**src/rtl/screen_capture_if.sv**
```systemverilog
// LED-matrix serial interface: row/column shift clocks, serial data,
// column latch enable and active-low output enable.
interface screen_capture_if;
    logic rclk;
    logic rsdi;
    logic oeb;
    logic csdi;
    logic cclk;
    logic le;

    modport master (output rclk, rsdi, oeb, csdi, cclk, le);
    modport slave  (input  rclk, rsdi, oeb, csdi, cclk, le);
endinterface

```
**src/rtl/screen_capture.sv**
```systemverilog
// Receiving end of the LED-matrix serial interface. Synchronizes the
// protocol lines, edge-detects them and rebuilds a 16x16 frame buffer.
module screen_capture #(
    parameter int unsigned SYNC = 2
) (
    input  logic               clk,
    input  logic               reset,
    screen_capture_if.slave    led,
    input  logic [3:0]         rd_row,
    output logic [15:0]        rd_data,
    output logic               row_strobe,
    output logic [3:0]         row_idx,
    output logic               frame_done,
    output logic [7:0]         frame_count,
    output logic               err,
    input  logic               err_clr
);

    // Synchronizer bit order: {le, cclk, csdi, oeb, rsdi, rclk}.
    // oeb idles high, so it resets to 1 to avoid a spurious falling edge.
    localparam logic [5:0] SYNC_RST = 6'b00_0100;
    // Edge-history order: {le, cclk, oeb, rclk}.
    localparam logic [3:0] PREV_RST = 4'b0010;

    logic [5:0]  sync_q [SYNC];
    logic [5:0]  sync_d [SYNC];
    logic [3:0]  prev_q, prev_d;

    logic [15:0] col_sr_q, col_sr_d;
    logic [15:0] col_lat_q, col_lat_d;
    logic [15:0] row_sr_q, row_sr_d;
    logic [15:0] frame_q [16];
    logic [15:0] frame_d [16];
    logic [15:0] rd_data_q, rd_data_d;
    logic        row_strobe_q, row_strobe_d;
    logic        frame_done_q, frame_done_d;
    logic [3:0]  row_idx_q, row_idx_d;
    logic [7:0]  frame_count_q, frame_count_d;
    logic        err_q, err_d;

    logic [5:0]  sync_out;
    logic        rclk_s, rsdi_s, oeb_s, csdi_s, cclk_s, le_s;
    logic        rclk_rise, oeb_fall, cclk_rise, le_rise;
    logic        row_onehot;
    logic [3:0]  row_hit;

    assign sync_out  = sync_q[SYNC-1];
    assign rclk_s    = sync_out[0];
    assign rsdi_s    = sync_out[1];
    assign oeb_s     = sync_out[2];
    assign csdi_s    = sync_out[3];
    assign cclk_s    = sync_out[4];
    assign le_s      = sync_out[5];

    assign rclk_rise = rclk_s & ~prev_q[0];
    assign oeb_fall  = ~oeb_s & prev_q[1];
    assign cclk_rise = cclk_s & ~prev_q[2];
    assign le_rise   = le_s & ~prev_q[3];

    // Synchronizer chain and edge-history next state.
    always_comb begin
        sync_d[0] = {led.le, led.cclk, led.csdi, led.oeb, led.rsdi, led.rclk};
        for (int unsigned i = 1; i < SYNC; i++) begin
            sync_d[i] = sync_q[i-1];
        end
        prev_d = {le_s, cclk_s, oeb_s, rclk_s};
    end

    // Same-cycle events chain shift -> latch -> commit by feeding each
    // stage the already-updated value of the previous one.
    always_comb begin
        col_sr_d = col_sr_q;
        if (cclk_rise) begin
            col_sr_d = {col_sr_q[14:0], csdi_s};
        end
        col_lat_d = col_lat_q;
        if (le_rise) begin
            col_lat_d = col_sr_d;
        end
        row_sr_d = row_sr_q;
        if (rclk_rise) begin
            row_sr_d = {row_sr_q[14:0], rsdi_s};
        end
    end

    // One-hot check and encode of the row register used by a commit.
    always_comb begin
        row_onehot = (row_sr_d != '0) && ((row_sr_d & (row_sr_d - 16'd1)) == '0);
        row_hit    = '0;
        for (int unsigned i = 0; i < 16; i++) begin
            if (row_sr_d[i]) begin
                row_hit = i[3:0];
            end
        end
    end

    // Commit, status and read-port next state.
    always_comb begin
        for (int unsigned i = 0; i < 16; i++) begin
            frame_d[i] = frame_q[i];
        end
        row_strobe_d  = 1'b0;
        frame_done_d  = 1'b0;
        row_idx_d     = row_idx_q;
        frame_count_d = frame_count_q;
        err_d         = err_q;
        // Read uses the pre-commit buffer contents.
        rd_data_d     = frame_q[rd_row];
        if (err_clr) begin
            err_d = 1'b0;
        end
        if (oeb_fall) begin
            if (row_onehot) begin
                frame_d[row_hit] = col_lat_d;
                row_idx_d        = row_hit;
                row_strobe_d     = 1'b1;
                if (row_hit == 4'd15) begin
                    frame_done_d  = 1'b1;
                    frame_count_d = frame_count_q + 8'd1;
                end
            end else begin
                err_d = 1'b1;
            end
        end
    end

    // State registers with asynchronous active-low reset.
    always_ff @(posedge clk or negedge reset) begin
        if (!reset) begin
            for (int unsigned i = 0; i < SYNC; i++) begin
                sync_q[i] <= SYNC_RST;
            end
            prev_q <= PREV_RST;
            col_sr_q      <= '0;
            col_lat_q     <= '0;
            row_sr_q      <= '0;
            for (int unsigned i = 0; i < 16; i++) begin
                frame_q[i] <= '0;
            end
            rd_data_q     <= '0;
            row_strobe_q  <= 1'b0;
            frame_done_q  <= 1'b0;
            row_idx_q     <= '0;
            frame_count_q <= '0;
            err_q         <= 1'b0;
        end else begin
            for (int unsigned i = 0; i < SYNC; i++) begin
                sync_q[i] <= sync_d[i];
            end
            prev_q <= prev_d;
            col_sr_q      <= col_sr_d;
            col_lat_q     <= col_lat_d;
            row_sr_q      <= row_sr_d;
            for (int unsigned i = 0; i < 16; i++) begin
                frame_q[i] <= frame_d[i];
            end
            rd_data_q     <= rd_data_d;
            row_strobe_q  <= row_strobe_d;
            frame_done_q  <= frame_done_d;
            row_idx_q     <= row_idx_d;
            frame_count_q <= frame_count_d;
            err_q         <= err_d;
        end
    end

    assign rd_data     = rd_data_q;
    assign row_strobe  = row_strobe_q;
    assign frame_done  = frame_done_q;
    assign row_idx     = row_idx_q;
    assign frame_count = frame_count_q;
    assign err         = err_q;

endmodule

```
**src/flat_wrapper.sv**
```systemverilog
// flat-port wrapper written by rule: the top's interface ports become plain ports
module screen_capture_flat 
#(
    parameter int unsigned SYNC = 2
)
  (clk, reset, rd_row, rd_data, row_strobe, row_idx, frame_done, frame_count, err, err_clr, led_rclk, led_rsdi, led_oeb, led_csdi, led_cclk, led_le);
  screen_capture_if led_i ();
  input  logic clk;
  input  logic reset;
  input  logic [3:0] rd_row;
  output logic [15:0] rd_data;
  output logic row_strobe;
  output logic [3:0] row_idx;
  output logic frame_done;
  output logic [7:0] frame_count;
  output logic err;
  input  logic err_clr;
  input wire logic [$bits(led_i.rclk)-1:0] led_rclk;
  input wire logic [$bits(led_i.rsdi)-1:0] led_rsdi;
  input wire logic [$bits(led_i.oeb)-1:0] led_oeb;
  input wire logic [$bits(led_i.csdi)-1:0] led_csdi;
  input wire logic [$bits(led_i.cclk)-1:0] led_cclk;
  input wire logic [$bits(led_i.le)-1:0] led_le;
  assign led_i.rclk = led_rclk;
  assign led_i.rsdi = led_rsdi;
  assign led_i.oeb = led_oeb;
  assign led_i.csdi = led_csdi;
  assign led_i.cclk = led_cclk;
  assign led_i.le = led_le;
  screen_capture #(.SYNC(SYNC)) u_core (.clk(clk), .reset(reset), .led(led_i), .rd_row(rd_row), .rd_data(rd_data), .row_strobe(row_strobe), .row_idx(row_idx), .frame_done(frame_done), .frame_count(frame_count), .err(err), .err_clr(err_clr));
endmodule
```
**config.mk**
```make
export PLATFORM = sky130hd
export DESIGN_NAME = screen_capture_flat
export DESIGN_NICKNAME = d
export VERILOG_FILES = /design/src/rtl/screen_capture_if.sv /design/src/rtl/screen_capture.sv /design/src/flat_wrapper.sv
export SDC_FILE = /design/constraint.sdc
export NUM_CORES = 1
export LEC_CHECK = 0
export ABC_CLOCK_PERIOD_IN_PS = 8330
export CORE_MARGIN = 3
export CORE_UTILIZATION = 57
export DETAILED_ROUTE_END_ITERATION = 12
export GPL_TIMING_DRIVEN = 0
export PLACE_DENSITY = 0.75
export SLEW_MARGIN = 20
export SYNTH_ARGS = -nofsm -noshare
export SYNTH_HDL_FRONTEND = slang
export SYNTH_SLANG_ARGS = --single-unit
```
**constraint.sdc**
```tcl
create_clock -name clk -period 8.33 [get_ports clk]
set_clock_uncertainty 0.1 [all_clocks]
set_input_delay 1.666 -clock clk [delete_from_list [all_inputs] [get_ports clk]]
set_output_delay 1.666 -clock clk [all_outputs]
set_load 0.005 [all_outputs]
```
# == Word level (Yosys, flattened, before mapping) ==
# Cells that the tools add are included.
# totals
reg_bits,351
inputBits,13
output_inout_bits,31
# classes
add_sub_neg,2
order_cmp,3
eq_ne,1
mux,32
bitwise,11
n_reduce_logical,6
# op_table
cell,n
256-bit bitwise mux,1
16-bit two-way mux,6
16-bit binary-select mux with 4-bit select,1
16-bit demux with 4-bit select,1
4-bit two-way mux,8
16-bit AND,1
16-bit logical NOT,1
16-bit nonzero test,1
"16-bit by 1-bit subtractor with 16-bit output, second input constant",1
3-bit two-way mux,4
"5-bit greater-or-equal comparator, second input constant",2
4-bit inverter with 5-bit output,2
1-bit two-way mux,9
"8-bit by 1-bit adder with 8-bit output, second input constant",1
"5-bit by 1-bit < comparator with 1-bit output, second input constant",1
1-bit AND,4
"4-bit equality test, second input constant",1
2-bit two-way mux,2
1-bit inverter,4
3-bit AND reduction,1
1-bit logical AND,2
2-bit AND reduction,1

# == Depth between registers and ports, before layout ==
# logic_depth
depth_word,24
depth_mapped,13
mapped_depth_nobuf,8

# == Worst setup path after synthesis ==
# No wires, ideal clock.
# synth_path
path_type,input port to flip-flop
startpoint,input rd_row[0]
endpoint,register u_core.rd_data_q[0] (netlist: u_core.rd_data[0])
setup_time_ps,138
arrival_ps,3592
required_time_ps,8092
slack_ps,4500
cell_stages,4
n_path_buf,2
path_cell_list,clkbuf_1 buf_1 mux4_2 mux4_2
# synth_between
elab_chain_cells,4
# synth_lines
item,line,rtl
start: declaration,flat_wrapper.sv:10,input logic [3:0] rd_row;
4-bit inverter with 5-bit output (not written as such),screen_capture.sv:108,rd_data_d = frame_q[rd_row];
16-bit binary-select mux with 4-bit select,screen_capture.sv:108,
16-bit two-way mux (not written as such) (2 in a row),screen_capture.sv:108,
via u_core.rd_data_d[0],screen_capture.sv:34,"logic [15:0] rd_data_q, rd_data_d;"
end signal: assignment,screen_capture.sv:157,rd_data_q <= rd_data_d;
end: declaration,screen_capture.sv:34,
# The timed path passes the listed nets, and every way through them passes these cells. The select of a mux whose other input is x is not followed.
# A chain may end at the register's enable or synchronous reset.

# == Final worst setup path ==
# layout_path
startpoint,"register u_core.sync_q, in the netlist u_core.sync_out[0]"
endpoint,register u_core.frame_q[171] in the netlist's numbering
# layout_between
word_cells_on_any_way,30
classes_between,add/sub: 1; order compare: 2; mux: 19; bitwise: 3; reduce/logical: 5
# layout_lines
item,line,rtl
start: declaration,screen_capture.sv:25,logic [5:0] sync_q [SYNC];
start signal: indexed assignment,screen_capture.sv:148,sync_q[i] <= sync_d[i];
1-bit AND *,screen_capture.sv:55,assign rclk_rise = rclk_s & ~prev_q[0];
16-bit two-way mux *,screen_capture.sv:81,if (rclk_rise) begin
via u_core.row_sr_d[15],screen_capture.sv:31,"logic [15:0] row_sr_q, row_sr_d;"
"parallel branches: the longest is 7 deep, another holds 16-bit by 1-bit subtractor with 16-bit output",n/a,
end signal: indexed assignment,screen_capture.sv:155,frame_q[i] <= frame_d[i];
end: declaration,screen_capture.sv:32,logic [15:0] frame_q [16];
# Mark *: on every way through the listed nets, which the timed path passes.

==> reports/qor.yml <==
clock_tree:
  cts_tree: "built"
  postCtsSetupBuffers: 0
  cts_buffers: 38
  clock_sinks: 351
  post_cts_resized: 0
  cts-hold-fix-buffers: 0
  root_buffer: "clkbuf_16"
  worstSkewPairLatency_ns: 0.52
  clock_path_buffers: 3
  htreeDepth: 2
  cts.clk_slew.worst_paths_ns: 0.06
worst_setup_path:
  timing.critical_path.from: "u_core.sync_out[0]$_DFF_PN0_"
  worst-endpoint-required_ns: 8.63
  worstPathArrival_ns: 4.31
  crit_path_frequent_cell: "buf_2"
  cp.buffers_inverters: 4
  start_kind: "flip-flop"
  crit_type: "reg2reg"
  cp-end-kind: "flip-flop"
  cp_max_fo: 10
  reg2reg_from: "u_core.sync_out[0]$_DFF_PN0_"
  slowest_stage: "nor3_2"
  path_delay_family: "simple AND/OR/NAND/NOR gates"
  crit_chain: "nand2b_1 > buf_2 > buf_2 > mux2i_1 > inv_2 > a22o_1 > a2111oi_4 > nand3_2 > nor3_2 > buf_4 > mux2_2"
  slowest_delay_ns: 0.73
grt:
  met3_usage: 0.0608
  grt_pass1_wl_um: 59100
  grt_use_met2: 0.430
  track_usage: 0.265
  gr-usage-met1: 0.366
  overflow: 0
  busiest_layer: "met2"
  grt_pass1_vias: 9971
  antenna_found_initial: 0
  grt_max_degree: 101
timing:
  timing.final.crit_share: 0.481
  hold_viol: 0
  worst_pin_slew_ns: 1.07
  setup_viol: 0
  finalCriticalPeriod_ns: 4.01
  maxSlewViolCount: 0
  fmax_mhz: 249
  max_slew_margin: 0.284
  rsz0062_at_grt: "false"
floorplan:
  dieWidth_um: 172
  num_rows: 60
  die_h_um: 172
  core_area_um2: 27000
  initial_core_util: 0.582
  io_pins: 44
  die-area_um2: 29600
cells_and_area:
  fin_util: 0.664
  final_area_um2: 17900
  areaGrowthSynthToFinish_pct: 14.1
  drive_gt1_frac: 0.337
  num_antenna_cells: 0
  mostFrequentLayoutCells: "dfrtp_1 (348), mux2_2 (162), nand2_1 (95), mux4_2 (80), o21ai_0 (57)"
  final_common_cell: "dfrtp_1"
  num-nets-final: 1193
power_and_ir_drop:
  internal_power_mw: 3.61
  irDropWorstVdd_uv: 167
  pwr-share-clk: 0.341
  p_seq_frac: 0.432
  combinationalPowerShare: 0.227
  swShare: 0.291
  leakage_nw: 8.68
  power_density_nw_per_um2: 284
  switchingPower_mw: 1.48
detailed_routing:
  wl_per_cell_um: 24.4
  vias_per_cell: 6.26
  drc: 0
  wl_um: 37800
  postRouteAntennaNets: 0
  detail_route.first_pass.iterations: 5
  drt_iter0_drc: 892
  vias: 9706
yosys:
  ys.flop_type: "dfrtp_1"
  ys_seq_elements: 351
  yosysSeqAreaShare: 0.559
  async_flop_share: 1.00
  synth_nets: 1111
  synth_area_um2: 15700
  syn_inst: 1097
  synth_edf_count: 0
  synth_cell_types: 65
  ys_warn_count: 0
  avgSynthCellArea_um2: 14.3
placement:
  gp_congestion: 0.882
  port_buffers: 39
  dp_hpwl_um: 24200
  place_area_um2: 16600
min_path:
  hold_start: "u_core.sync_d[0]$_DFF_PN0_"
  hold_class: "reg2reg"
status:
  status: "complete, no violations"
run:
  maxCapViolations: 0
metrics by stage:
step | hold slack, ns | power (mW) | setup TNS [ns] | instances | setup WS [ns]
4_1_cts | 0.248 | 5.10 | 0 | 1550 | 4.37
2_1_floorplan | 0.231 | 2.98 | 0 | 1097 | 4.50
3_5_place_dp | 0.236 | 3.37 | 0 | 1480 | 3.82
5_1_grt | 0.249 | 5.33 | 0 | 1550 | 4.09
6_report | 0.246 | 5.09 | 0 | 1550 | 4.32
3_3_place_gp | 0.234 | 3.32 | -3329.89 | 1477 | -9.56
Yosys cell counts, types with 4 or more instances:
| library cell | count | area, µm² |
|---|---|---|
| a211oi_1 | 7 | 52.6 |
| a21o_1 | 4 | 30.0 |
| a21oi_1 | 9 | 45.0 |
| a31oi_1 | 4 | 25.0 |
| and2_1 | 8 | 50.1 |
| buf_1 | 10 | 37.5 |
| buf_2 | 15 | 75.1 |
| buf_6 | 8 | 90.1 |
| clkbuf_1 | 46 | 173 |
| dfrtp_1 | 348 | 8710 |
| inv_1 | 42 | 158 |
| mux2_2 | 162 | 1820 |
| mux2_4 | 50 | 751 |
| mux2i_1 | 21 | 210 |
| mux4_2 | 80 | 1800 |
| nand2_1 | 95 | 357 |
| nand2b_1 | 6 | 37.5 |
| nand3_1 | 6 | 30.0 |
| nand3_4 | 4 | 70.1 |
| nand4_1 | 4 | 25.0 |
| nor2_1 | 15 | 56.3 |
| nor2b_1 | 4 | 25.0 |
| nor3_1 | 8 | 40.0 |
| o21a_1 | 16 | 120 |
| o21ai_0 | 57 | 285 |
| xor2_1 | 4 | 35.0 |
logic make-up after synthesis:
kind of cell | count (synthesis) | share of synthesized area
flip-flops | 351 | 0.559
adder cells (fa/ha/maj) | 1 | 0.000796
AND/OR/NAND/NOR | 175 | 0.0566
buffers and inverters | 125 | 0.0356
multiplexers | 313 | 0.292
XOR/XNOR | 7 | 0.00390
AO/OA/AOI/OAI | 125 | 0.0527
power groups by stage:
stage / logic, mW / clock network, mW / registers [mW]
2_1_floorplan: 0.817 / 0 / 2.17
3_3_place_gp: 1.11 / 0 / 2.21
3_5_place_dp: 1.14 / 0 / 2.22
4_1_cts: 1.15 / 1.75 / 2.20
5_1_grt: 1.26 / 1.83 / 2.24
6_report: 1.16 / 1.74 / 2.20
per-layer routing:
metal	wire, µm	vias to the layer above	part of all wire
met1	15900	5154	0.42
li1	-	4125	-
met2	18400	349	0.49
met4	1010	0	0.027
met3	2490	78	0.066
met5	0	-	0
final cells by class:
class	count	area, µm²
plain buffers	82	404
clock buffers	56	1150
clock inverters	14	153
fillers	1891	9080
inverters	43	161
multi-input cells	621	6380
flip-flops and latches	351	8790
well taps	341	427
repair buffers	42	478
state kept, by name, indices dropped and copies added (netlist names):
| name | cells |
|---|---|
| u_core.frame_q | 256 |
| u_core.col_lat_q | 16 |
| u_core.col_sr_q | 16 |
| u_core.rd_data | 16 |
| u_core.row_sr_q | 16 |
| u_core.frame_count | 8 |
| u_core.sync_d | 6 |
| u_core.sync_out | 6 |
| u_core.prev_q | 4 |
| u_core.row_idx | 4 |
| u_core.err | 1 |
| u_core.frame_done | 1 |
| u_core.row_strobe | 1 |
final timing paths:
check,to,slack (ns),depth (start not counted)
min reg2reg,u_core.sync_out[0]$_DFF_PN0_,0.25,0
min,u_core.sync_out[0]$_DFF_PN0_,0.25,0
max,u_core.frame_q[171]$_DFFE_PN0P_,4.32,11
max reg2reg,u_core.frame_q[171]$_DFFE_PN0P_,4.32,11
min in group asynchronous,u_core.rd_data[2]$_DFF_PN0_,1.02,1
max in group asynchronous,u_core.frame_q[123]$_DFFE_PN0P_,5.78,3
No activity file was read; power rests on OpenSTA's default activity.
